`src/rtl/mem_wb_stage.sv`:
```
// Memory stage with a req/ack data-memory handshake and the MEM/WB pipeline register.
// Stalls upstream while a request is outstanding, and flags timeouts and misaligned accesses.
module mem_wb_stage #(
  parameter int sizeVal = 32,
  parameter int sizeAd  = 5,
  parameter int TIMEOUT = 15
) (
  input  logic               clk,
  input  logic               rst,
  input  logic               RFWEM,
  input  logic               MtoRFSelM,
  input  logic               DMWEM,
  input  logic [sizeAd-1:0]  RFAM,
  input  logic [sizeVal-1:0] ALUOutM,
  input  logic [sizeVal-1:0] DMdinM,
  output logic               mem_req,
  output logic               mem_we,
  output logic [sizeVal-1:0] mem_addr,
  output logic [sizeVal-1:0] mem_wdata,
  input  logic [sizeVal-1:0] mem_rdata,
  input  logic               mem_ack,
  output logic               stallM,
  output logic               RFWEW,
  output logic               MtoRFSelW,
  output logic [sizeAd-1:0]  RFAW,
  output logic [sizeVal-1:0] ALUOutW,
  output logic [sizeVal-1:0] DMOutW,
  output logic [sizeVal-1:0] ResultW,
  output logic               err_timeout,
  output logic               err_align
);

  typedef enum logic {IDLE, BUSY} state_t;

  localparam int CW = $clog2(TIMEOUT + 1);

  state_t              state_q, state_d;
  logic [CW-1:0]       cnt_q, cnt_d;
  logic                rfwe_q, rfwe_d;
  logic                mtorf_q, mtorf_d;
  logic [sizeAd-1:0]   rfa_q, rfa_d;
  logic [sizeVal-1:0]  alu_q, alu_d;
  logic [sizeVal-1:0]  dmout_q, dmout_d;
  logic                err_to_q, err_to_d;
  logic                err_al_q, err_al_d;

  logic mem_op, aligned, req, stall;

  assign mem_op  = MtoRFSelM | DMWEM;
  assign aligned = (ALUOutM[1:0] == 2'b00);

  // NOTE: every combinational output gets a default first, so no path leaves a latch behind.
  always_comb begin
    state_d  = state_q;
    cnt_d    = cnt_q;
    rfwe_d   = rfwe_q;
    mtorf_d  = mtorf_q;
    rfa_d    = rfa_q;
    alu_d    = alu_q;
    dmout_d  = dmout_q;
    err_to_d = err_to_q;
    err_al_d = err_al_q;
    req      = 1'b0;
    stall    = 1'b0;

    unique case (state_q)
      IDLE: begin
        if (!mem_op) begin
          rfwe_d  = RFWEM;
          mtorf_d = MtoRFSelM;
          rfa_d   = RFAM;
          alu_d   = ALUOutM;
        end else if (!aligned) begin
          rfwe_d   = 1'b0;
          mtorf_d  = 1'b0;
          rfa_d    = '0;
          err_al_d = 1'b1;
        end else begin
          req = 1'b1;
          if (!mem_ack) begin
            stall   = 1'b1;
            rfwe_d  = 1'b0;
            mtorf_d = 1'b0;
            rfa_d   = '0;
            cnt_d   = '0;
            state_d = BUSY;
          end
        end
      end
      BUSY: begin
        if (cnt_q == CW'(TIMEOUT)) begin
          // Give up: release the pipeline and drop the instruction as a bubble.
          rfwe_d   = 1'b0;
          mtorf_d  = 1'b0;
          rfa_d    = '0;
          err_to_d = 1'b1;
          state_d  = IDLE;
        end else begin
          req = 1'b1;
          if (mem_ack) begin
            state_d = IDLE;
          end else begin
            stall   = 1'b1;
            rfwe_d  = 1'b0;
            mtorf_d = 1'b0;
            rfa_d   = '0;
            cnt_d   = cnt_q + CW'(1);
          end
        end
      end
      default: state_d = IDLE;
    endcase

    // Completing edge: a store never writes the register file, and keeps the old load data.
    if (req && mem_ack) begin
      rfwe_d  = RFWEM & ~DMWEM;
      mtorf_d = MtoRFSelM & ~DMWEM;
      rfa_d   = RFAM;
      alu_d   = ALUOutM;
      if (!DMWEM) dmout_d = mem_rdata;
    end

    if (rst) begin
      req   = 1'b0;
      stall = 1'b0;
    end
  end

  // NOTE: sequential state uses non-blocking assignments so all registers update together.
  always_ff @(posedge clk) begin
    if (rst) begin
      state_q  <= IDLE;
      cnt_q    <= '0;
      rfwe_q   <= 1'b0;
      mtorf_q  <= 1'b0;
      rfa_q    <= '0;
      alu_q    <= '0;
      dmout_q  <= '0;
      err_to_q <= 1'b0;
      err_al_q <= 1'b0;
    end else begin
      state_q  <= state_d;
      cnt_q    <= cnt_d;
      rfwe_q   <= rfwe_d;
      mtorf_q  <= mtorf_d;
      rfa_q    <= rfa_d;
      alu_q    <= alu_d;
      dmout_q  <= dmout_d;
      err_to_q <= err_to_d;
      err_al_q <= err_al_d;
    end
  end

  assign mem_req     = req;
  assign mem_we      = req & DMWEM;
  assign mem_addr    = ALUOutM;
  assign mem_wdata   = DMdinM;
  assign stallM      = stall;
  assign RFWEW       = rfwe_q;
  assign MtoRFSelW   = mtorf_q;
  assign RFAW        = rfa_q;
  assign ALUOutW     = alu_q;
  assign DMOutW      = dmout_q;
  assign ResultW     = mtorf_q ? dmout_q : alu_q;
  assign err_timeout = err_to_q;
  assign err_align   = err_al_q;

endmodule

```
`config.mk`:
```
export PLATFORM = sky130hd
export DESIGN_NAME = mem_wb_stage
export DESIGN_NICKNAME = d
export VERILOG_FILES = /design/src/rtl/mem_wb_stage.sv
export SDC_FILE = /design/constraint.sdc
export NUM_CORES = 1
export LEC_CHECK = 0
export BUFFER_PORTS_ARGS = -buffer_cell sky130_fd_sc_hd__clkbuf_2
export CAP_MARGIN = 10
export CORE_AREA = 2 2 107 109
export CTS_CLUSTER_DIAMETER = 80
export DETAILED_ROUTE_END_ITERATION = 10
export DIE_AREA = 0 0 109 111
export MAX_ROUTING_LAYER = met4
export PLACE_DENSITY = 0.74
export SLEW_MARGIN = 20
export SYNTH_ARGS = -nofsm -noshare
export SYNTH_HDL_FRONTEND = slang
export SYNTH_SLANG_ARGS = --single-unit
```
`constraint.sdc`:
```
create_clock -name clk -period 2.59 [get_ports clk]
set_input_delay 0.777 -clock clk [delete_from_list [all_inputs] [get_ports clk]]
set_output_delay 0.777 -clock clk [all_outputs]
set_load 0.02 [all_outputs]
```
==> key figures, run 1 <==
Timing
  • Final worst-path cycle share: roughly 96%
  • Hold Slack: 0.471 ns
  • RSZ-0062 raised after global routing: true
  • Fmax: 402 MHz
  • Finish-stage setup viols: 0
  • Worst rel slew slack: 78.0%
  • Fin crit period: roughly 2.5 ns
  • Final hold vios: 0
  • Final setup TNS: 0 ns
  • Worst Skew: 0.00496 ns
  • Slew Limit Fails: 0
  • Slew @ Worst Pin: between 0.3 and 0.4 ns

Pwr
  • Power, Total: 3.28 mW
  • PD cells: 639 mW/mm2
  • Leakage: between 2 and 3 nW
  • Clk pwr share: 43.6%
  • Internal power: 2.44 mW
  • Gate power share: about 17%
  • Sw Pwr: ~0.85 mW
  • Switching share of power: around 26%
  • Register share of total power: 39.4%
  • Peak supply drop: 0.303 mV

Placement
  • Placed instance count: 718
  • Port bufs: 214
  • Routability cong.: a little over 0.8
  • HPWL after DPL: 7710 um

Route
  • Final WL: 10200 um
  • Pre-Repair DR Iteration Count: 4
  • DR WL/cell: 13.9 um
  • Residual DRC: 0
  • Via count: 3444
  • Final ANT Viol Nets: 0
  • Initial DRC count: 112
  • Via-per-instance ratio: 4.70

Yosys
  • Xor/xnor share of the synthesized area: 0%
  • Mapped cell area: 0.00404 mm2
  • Largest cells by area after synthesis: dfxtp_1 (39%), mux2i_1 (16%), buf_4 (12%)
  • Most frequent cells after synthesis: nand2_1 (131), dfxtp_1 (78), buf_4 (67), mux2i_1 (64), mux2_2 (32)
  • Post-Synthesis Cells: 444
  • Unique cell type count in the Yosys netlist: between 40 and 50
  • Largest family of logic cells by synthesized area: multiplexers
  • EDFF count, synth: 0
  • Compound-Gate Fraction of Synth Area: 3.06%
  • Post-synth top area share: a little under 40%
  • Seq/Total Area, Yosys: 38.6%
  • Top cell type by total area after synthesis: dfxtp_1
  • Asr flop ratio synth: 0%
  • Post-synthesis sequential element count: 78
  • Top-count cell post-synth: nand2_1
  • Post-synthesis simple-gate area fraction: 16.6%
  • Adder-cell area share of the yosys netlist: less than 1%
  • Ys Warns: 0
  • Mux contribution to synthesized area: about a quarter
  • Syn Area/Cell: 9.11 um2
  • Syn_nets: 552
  • Top_reg_cell synth: dfxtp_1

Global routing
  • Vias in the first global route: 3357
  • Initial antenna violation count: 0
  • Total GRT Usage: 17.1%
  • Pin count of the biggest net entering global routing: 71
  • Global-route wire length before repair: 16100 um
  • Grt ovf: 0

Worst setup path
  • Max stage delay cell, worst path: or2_4
  • Cell family with most CP delay: simple AND/OR/NAND/NOR gates
  • Worst Path Max Fanout: 3
  • CP arrival: ~1.7 ns
  • Crit-path most repeated cell: clkbuf_2
  • WS Path Type: in2out
  • Critical Path Max Stage Delay: 0.26 ns
  • CP required: around 1.8 ns
  • Crit path cell chain: clkbuf_2, or2_4, a21oi_4, nor3_2, and2_2, clkbuf_2
  • Crit start category: input pin
  • Worst path buffer plus inverter count: 2
  • CP endpoint kind: output pin

Clock tree
  • TritonCTS clock tree: done
  • Skew-Pair Late Insertion Delay: 0.33 ns
  • Cts repair resizes: 0
  • Clock transition at path regs: 0.06 ns
  • Hold-fix buffers, CTS: 0
  • Number of buffers created by CTS: 9
  • Total setup buffers inserted after CTS: 0
  • CTS Sinks: about 80
  • Clock Tree Root: clkbuf_16
  • Max clock buf depth: 2
  • H-tree depth: 3

Finish
  • Area growth syn-to-layout: 27.0%
  • Multi-input logic area: ~0.0018 mm2
  • Final nets: 694
  • Register area: 0.00156 mm2
  • Antenna cells: 0
  • Layout cells sized above 1: 47.6%
  • Fillers: ~1000
  • Non-filler cells, final: 733

Die
  • Ports: 279
  • CORE AREA: 0.0111 mm2
  • Rows: 39
  • Die ar.: 0.0121 mm2
  • Die Wd: 109 um
  • Die span in y: 111 um
  • Initial cell density of the core: 36.5%

Min path
  • HP Class: reg2reg

Run
  • Max-cap violations: 0

Outcome
  • Status: finished clean
-- final timing paths --
check                  start           to  slack [ns]  depth (start not counted)
setup / recovery   MtoRFSelM       mem_we        0.10                          6
hold / removal    DMOutW[14]   DMOutW[14]        0.47                          2
setup reg to reg    cnt_q[0]  ALUOutW[14]        0.90                          6
hold reg to reg   DMOutW[14]   DMOutW[14]        0.47                          2
-- tightest hold or removal path, cell delays in order, from the launching register on --
cell and delay, ns:
dfxtp_1 0.32, nand2_1 0.05, mux2i_1 0.05
-- logic make-up (layout without fill, tap and decap cells) --
family | count (synthesis) | after routing
flops | 78 | 78
compound gates | 15 | 15
fa+ha+maj | 1 | 1
buf+inv | 97 | 243
simple gates | 157 | 157
mux | 96 | 96
-- stage by stage --
step / setup WS (ns) / utilization, % / instance area (um2)
3_3_place_gp: 0.142 / 43.3 / 4790
6_report: 0.103 / 46.4 / 5140
2_1_floorplan: 0.0819 / - / 4050
4_1_cts: 0.0479 / 46.3 / 5130
5_1_grt: -0.00273 / 46.4 / 5140
3_5_place_dp: 0.111 / 43.3 / 4790
-- sequential cells by signal, indices dropped and copies added, names as in the netlist --
register     count
ALUOutW         32
err_timeout      1
err_align        1
MtoRFSelW        1
cnt_q            4
RFAW             5
DMOutW          32
state_q          1
RFWEW            1
-- routing by layer --
layer | vias to the layer above | global-route usage (%) | wire [um]
li1 | 1696 | - | -
met1 | 1599 | 19.2 | 4170
met5 | - | - | 0
met2 | 138 | 29.0 | 5150
met4 | 0 | 4.96 | 134
met3 | 11 | 4.94 | 728
-- cell type report --
class / count / area share (%)
inverters: 4 / 0.317
clock buffers: 11 / 4.72
flip-flops and latches: 78 / 30.4
repair buffers: 224 / 23.5
well taps: 143 / 3.48
clock inverters: 4 / 1.85
multi-input cells: 269 / 35.7
-- power by group through the flow --
| stage | clock (mW) | sequential, mW | combinational, mW |
|---|---|---|---|
| finish | 1.43 | 1.29 | 0.558 |
| global route | 1.52 | 1.30 | 0.600 |
| CTS | 1.47 | 1.29 | 0.564 |
| detailed placement | 0 | 1.32 | 0.563 |
| global placement | 0 | 1.32 | 0.553 |
| floorplan | 0 | 1.37 | 0.400 |
-- cells in the final DEF, fill, tap and decap left out, types with 2 or more instances in the layout --
master	n
a211oi_1	3
a21oi_1	2
buf_12	5
buf_4	5
bufinv_16	3
clkbuf_16	9
clkbuf_2	214
clkinv_2	2
dfxtp_1	77
inv_1	3
mux2_2	32
mux2i_1	64
nand2_1	131
nor2_1	6
nor3_1	2
nor3b_1	3
o31ai_1	2
Power figures use the tool's default switching activity.
==> inputs of run 2 (changes only) <==
- CORE_AREA: 2 2 107 109 -> default
- CORE_ASPECT_RATIO: default -> 1.1
- CORE_MARGIN: default -> 8
- CORE_UTILIZATION: default -> 38
- DIE_AREA: 0 0 109 111 -> default
- PLACE_DENSITY: 0.74 -> default
- PLACE_DENSITY_LB_ADDON: default -> 0.1
- clock period: 2.59 -> 2.2 ns (I/O delays scaled with it)
==> run 2 against run 1 <==
  * Worst hold slack worse by 0.0075 ns
  * Register-to-register slack worse by 0.33 ns
  * Final area is 2.0% higher
  * Die area is 17% higher
  * Worst setup slack worse by 0.079 ns
  * Sequential power is 18% higher
  * Clock skew is 0.0024 ns higher
  * Core utilization is 4.0 points higher
  * Critical path depth stayed put
  * Cell count is 1.8% higher
  * First-iteration DRC count is 4.5% higher
  * Largest power group is now registers
==> key figures, run 2 (same netlist as run 1, synthesis figures left out) <==
Outcome
  • Status: finished clean

Die
  • Initial cell density of the core: 38.9% (+2.4 points)
  • CORE AREA: 0.0104 mm2 (-6.2%)
  • Die Wd: 114 um (+4.9%)
  • Die ar.: 0.0142 mm2 (+17%)
  • Ports: 279 (unchanged)
  • Die span in y: 124 um (+12%)
  • Rows: 39 (unchanged)

Timing
  • Final worst-path cycle share: 98.9%
  • RSZ-0062 raised after global routing: true
  • Fmax: around 460 MHz
  • Slew @ Worst Pin: 0.344 ns (+0.0174 ns)
  • Worst rel slew slack: 77.1% (-0.91 points)
  • Finish-stage setup viols: 0 (unchanged)
  • Worst Skew: 0.00740 ns (+0.00244 ns)
  • Slew Limit Fails: 0 (unchanged)
  • Fin crit period: between 2 and 2.5 ns
  • Final hold vios: 0 (unchanged)

Route
  • Residual DRC: 0 (unchanged)
  • Final WL: 11400 um (+12%)
  • Via count: 3461 (+0.49%)
  • DR WL/cell: 15.3 um (+10%)
  • Via-per-instance ratio: 4.64 (-1.3%)
  • M1 WL: 4380 um (+4.9%)
  • Final ANT Viol Nets: 0 (unchanged)
  • Met2 WL: 6040 um (+17%)
  • Uppermost layer routed: met4
  • WL met3: 752 um (+3.3%)
  • Pre-Repair DR Iteration Count: 4 (unchanged)
  • Initial DRC count: 117 (+4.5%)

Min path
  • Hold Path Depth: 2 (unchanged)
  • HP Class: reg2reg
  • Hold path startpoint: err_timeout
  • Hold worst-path end: err_timeout

Finish
  • Commonest non-fill, non-tap cell in the layout: clkbuf_2
  • Area growth syn-to-layout: 29.5%
  • Most frequent cells in the layout: clkbuf_2 (212), nand2_1 (131), dfxtp_1 (76)
  • Finished Cell Area: 0.00524 mm2 (+2.0%)
  • Non-filler cells, final: 746 (+1.8%)
  • Fillers: 1030 (-1.7%)
  • Final core occ: 50.4% (+4.0 points)
  • Register area: 0.00156 mm2 (about the same)
  • Layout cells sized above 1: 49.1% (+1.5 points)
  • Antenna cells: 0 (unchanged)
  • Final nets: 706 (+1.7%)
  • Multi-input logic area: 0.00185 mm2 (+1.2%)

Pwr
  • Peak supply drop: 0.390 mV (+29%)
  • PD cells: 704 mW/mm2 (+10%)
  • Leakage: 2.64 nW (+2.1%)

Worst setup path
  • CP arrival: 1.52 ns (-0.19 ns)
  • Reg2Reg Setup Slack: 0.57 ns (-0.33 ns)
  • Worst Path Max Fanout: 3 (unchanged)
  • FF-to-FF path depth: 6 (unchanged)
  • Reg2reg start: cnt_q[1]
  • Critical Path Max Stage Delay: 0.26 ns (about the same)
  • CP endpoint kind: output pin
  • Max stage delay cell, worst path: or2_4
  • Crit start category: input pin
  • FF-to-FF End: RFAW[2]
  • CP required: 1.54 ns (-0.27 ns)
  • WS Path Type: in2out
  • Crit path cell chain: clkbuf_2, or2_4, a21oi_4, nor3_4, and2_4, buf_8

Global routing
  • Total GRT Usage: 15.9% (-1.2 points)
  • Vias in the first global route: 3521 (+4.9%)
  • Pin count of the biggest net entering global routing: 46 (-35%)
  • Grt ovf: 0 (unchanged)
  • Global-route wire length before repair: 17300 um (+7.5%)
  • Initial antenna violation count: 0 (unchanged)

Clock tree
  • TritonCTS clock tree: done
  • Clock Tree Root: clkbuf_16
  • CTS Sinks: 78 (unchanged)
  • Skew-Pair Late Insertion Delay: 0.33 ns (about the same)
  • H-tree depth: 3 (unchanged)
  • Hold-fix buffers, CTS: 0 (unchanged)
  • Clock transition at path regs: 0.06 ns (about the same)
  • Max clock buf depth: 2 (unchanged)
  • Number of buffers created by CTS: 9 (unchanged)

Placement
  • Placed instance count: 725 (+0.97%)
  • Area after DPL: 0.00486 mm2 (+1.5%)
  • Routability cong.: 0.814 (-0.43%)
  • HPWL after DPL: 8920 um (+16%)
  • Port bufs: 214 (unchanged)

Run
  • Max-cap violations: 0 (unchanged)
==> run 2: stage by stage <==
stage               total power, mW  setup slack (ns)  TNS [ns]  hold WS, ns
floorplan                      2.09           -0.0208   -0.0208        0.461
global placement               2.23           -0.0221   -0.0221        0.452
detailed placement             2.24           -0.0581   -0.0581        0.460
CTS                            3.74           -0.0183   -0.0183        0.471
global route                   3.86           -0.0110   -0.0182        0.488
finish                         3.69            0.0245         0        0.463
==> run 2: final cells by class <==
| cell class | count | area share [%] |
|---|---|---|
| clock inverters | 4 | 0.860 |
| repair buffers | 236 | 25.3 |
| multi-input cells | 269 | 35.4 |
| well taps | 143 | 3.42 |
| flip-flops and latches | 78 | 29.9 |
| clock buffers | 12 | 4.90 |
| inverters | 4 | 0.310 |
==> run 2: layer usage <==
metal	GRT usage, %	vias up
li1	-	1707
met1	15.9	1608
met2	28.4	118
met3	4.27	28
met4	7.49	0
met5	-	-
==> run 2: critical path: cells and delay by family <==
kind                   cells  cell delay (ns)
AND/OR/NAND/NOR            3             0.45
buffers and inverters      2             0.21
AO/OA/AOI/OAI              1             0.19
==> run 2: worst max-delay path by stage <==
stage | end | start | cells after the start | slack [ns]
final | mem_we | MtoRFSelM | 6 | 0.02
after global routing | stallM | ALUOutM[0] | 5 | -0.01
after CTS | mem_we | DMWEM | 6 | -0.02
after detailed placement | mem_we | MtoRFSelM | 6 | -0.06
after global placement | mem_we | MtoRFSelM | 6 | -0.02
after floorplan | mem_we | MtoRFSelM | 4 | -0.02
==> run 2: what timing repair did <==
action | CTS | global route
buffers inserted | 3 | 2
cloned | 0 | 0
pin swaps | 5 | 2
resized for setup | 7 | 5
setup endpoints to repair | 3 | 2
==> run 2: power breakdown <==
group          internal, mW  switching (mW)
logic                 0.277           0.402
registers              1.48          0.0462
clock network         0.934           0.555
total                  2.69            1.00
==> inputs of run 3 (changes only) <==
- CORE_MARGIN: 8 -> 10
- CORE_UTILIZATION: 38 -> 40
- RECOVER_POWER: default -> 50
- clock period: 2.2 -> 2.08 ns (I/O delays scaled with it)
==> run 3 against run 2 <==
  * The flow now finishes with violations (negative setup slack)
  * Final area down 1.2%
  * Non-clock buffer count grew 5
  * Count of clock-buffer cells in the layout shrank 1
  * Critical path depth did not move
  * Routed wire length up 7.0%
  * Register-to-register slack lost 0.22 ns
  * Sequential share of layout area up 0.44 points
  * Clock power shrank 32%
  * Sequential cell count did not move
  * Global-route usage is 0.21 points higher
  * Sequential power grew 6%
  * Critical path type unchanged
  * Largest power group unchanged
==> key figures, run 3 (same netlist as run 1, synthesis figures left out) <==
Outcome
  • Status: complete, but fails checks
  • Failing checks: negative setup slack

Worst setup path
  • CP required: 1.46 ns (-0.08 ns)
  • Cell family with most CP delay: simple AND/OR/NAND/NOR gates
  • Critical Path Max Stage Delay: 0.25 ns (about the same)
  • CP arrival: 1.51 ns (about the same)
  • WS Path Type: in2out
  • Worst Path Max Fanout: 3 (unchanged)
  • Max stage delay cell, worst path: or2_4
  • Crit path cell chain: buf_6, or2_4, a21oi_4, nor3_4, and2_4, buf_8
  • Crit start category: input pin
  • CP endpoint kind: output pin
  • Worst path buffer plus inverter count: 2 (unchanged)

Timing
  • Slew @ Worst Pin: 0.320 ns (-0.0236 ns)
  • Fmax: 468 MHz
  • Final worst-path cycle share: 103%
  • Slew Limit Fails: 0 (unchanged)
  • Worst Skew: 0.0108 ns (+0.00338 ns)
  • Final hold vios: 0 (unchanged)
  • Setup ws final: -0.0586 ns (-0.0832 ns)
  • Worst rel slew slack: 78.4% (+1.3 points)
  • Fin crit period: 2.14 ns
  • Finish-stage setup viols: 1 (+1)
  • RSZ-0062 raised after global routing: true

Finish
  • Multi-input logic area: 0.00185 mm2 (unchanged)
  • Final nets: 711 (+0.71%)
  • Finished Cell Area: 0.00517 mm2 (-1.2%)
  • Fillers: 969 (-5.9%)
  • Commonest non-fill, non-tap cell in the layout: clkbuf_2
  • Antenna cells: 0 (unchanged)
  • Register area: 0.00157 mm2 (+0.24%)
  • Most frequent cells in the layout: clkbuf_2 (198), nand2_1 (131), dfxtp_1 (75)
  • Area growth syn-to-layout: 28.0%
  • Layout cells sized above 1: 49.7% (+0.58 points)
  • Non-filler cells, final: 728 (-2.4%)

Global routing
  • Total GRT Usage: 16.1% (+0.21 points)
  • Vias in the first global route: 3503 (-0.51%)
  • Grt ovf: 0 (unchanged)
  • Initial antenna violation count: 0 (unchanged)
  • Pin count of the biggest net entering global routing: 53 (+15%)
  • Global-route wire length before repair: 18400 um (+6.0%)

Route
  • Pre-Repair DR Iteration Count: 4 (unchanged)
  • Final WL: 12200 um (+7.0%)
  • Residual DRC: 0 (unchanged)
  • Via count: 3447 (-0.40%)
  • DR WL/cell: 16.8 um (+9.7%)
  • Via-per-instance ratio: 4.73 (+2.1%)
  • Initial DRC count: 118 (+0.85%)
  • Final ANT Viol Nets: 0 (unchanged)

Placement
  • Routability cong.: 0.838 (+3.0%)
  • Placed instance count: 704 (-2.9%)
  • Area after DPL: 0.00487 mm2 (+0.23%)
  • Port bufs: 214 (unchanged)
  • HPWL after DPL: 9480 um (+6.2%)
  • Worst slack at placement: -0.0960 ns (-0.0379 ns)

Run
  • Max-cap violations: 0 (unchanged)

Min path
  • HP Class: in2reg

Pwr
  • Power, Total: 3.36 mW (-8.9%)
  • Leakage: 2.62 nW (-0.88%)
  • Peak supply drop: 0.355 mV (-9.0%)
  • PD cells: 649 mW/mm2 (-7.8%)

Die
  • CORE AREA: 0.00989 mm2 (-4.9%)
  • Die Wd: 116 um (+1.3%)
  • Initial cell density of the core: 40.9% (+2.0 points)
  • Ports: 279 (unchanged)
  • Die ar.: 0.0145 mm2 (+2.3%)
  • Rows: 38 (-2.6%)
  • Die span in y: 125 um (+1.0%)

Clock tree
  • CTS Sinks: 78 (unchanged)
  • TritonCTS clock tree: done
  • Clock transition at path regs: 0.09 ns (+0.03 ns)
  • Hold-fix buffers, CTS: 0 (unchanged)
  • Number of buffers created by CTS: 9 (unchanged)
  • Max clock buf depth: 2 (unchanged)
  • H-tree depth: 3 (unchanged)
  • Skew-Pair Late Insertion Delay: 0.34 ns (about the same)
  • Clock Tree Root: clkbuf_8
run 3: final timing paths:
kind / startpoint / endpoint / slack, ns / cells past startpoint
setup / recovery: MtoRFSelM / mem_we / -0.06 / 6
hold / removal: mem_ack / state_q / 0.47 / 2
hold reg to reg: err_align / err_align / 0.47 / 2
setup reg to reg: state_q / ALUOutW[19] / 0.35 / 7
run 3: metrics by stage:
step	hold slack, ns	TNS [ns]	utilization (%)
after floorplan	0.461	-0.0688	-
after global placement	0.451	-0.0655	49.3
after detailed placement	0.462	-0.367	49.3
after CTS	0.453	-0.0643	51.9
after global routing	0.458	-0.327	52.3
final	0.468	-0.0586	52.3
run 3: report_power, final:
part | internal [mW] | leakage, nW | total (mW) | switching (mW)
Clock | 0.464 | 0.0776 | 1.02 | 0.559
Combinational | 0.300 | 1.90 | 0.730 | 0.430
Sequential | 1.56 | 0.637 | 1.61 | 0.0503
Total | 2.32 | 2.62 | 3.36 | 1.04
run 3: worst register-to-register path, cell delays in order (launching register included):
cell and delay [ns]:
dfxtp_1 0.33, buf_4 0.17, a21oi_4 0.19, buf_4 0.15
buf_4 0.16, a2bb2oi_4 0.22, buf_12 0.23, mux2i_1 0.21
run 3: repair_timing:
item / in CTS / in global routing
pin swaps: 5 / 4
setup endpoints to repair: 31 / 6
resized for setup: 10 / 17
gates cloned: 0 / 1
setup buffers: 6 / 1
endpoints found under the hold margin: 0 / 0
run 3: metal layers:
layer | global-route usage, % | vias to the layer above | routed length [um] | part of all wire, %
li1 | - | 1716 | - | -
met1 | 17.6 | 1574 | 5010 | 41
met3 | 3.97 | 33 | 817 | 6.7
met2 | 27.4 | 124 | 6150 | 50
met5 | - | - | 0 | 0
met4 | 5.90 | 0 | 255 | 2.1
run 3: final cells by class:
cell class	instances	area share, %
Clock buffer	11	2.73
Clock inverter	5	0.677
Inverter	4	0.314
Multi-Input combinational cell	269	35.8
Sequential cell	78	30.3
Tap cell	120	2.90
Timing Repair Buffer	241	27.2
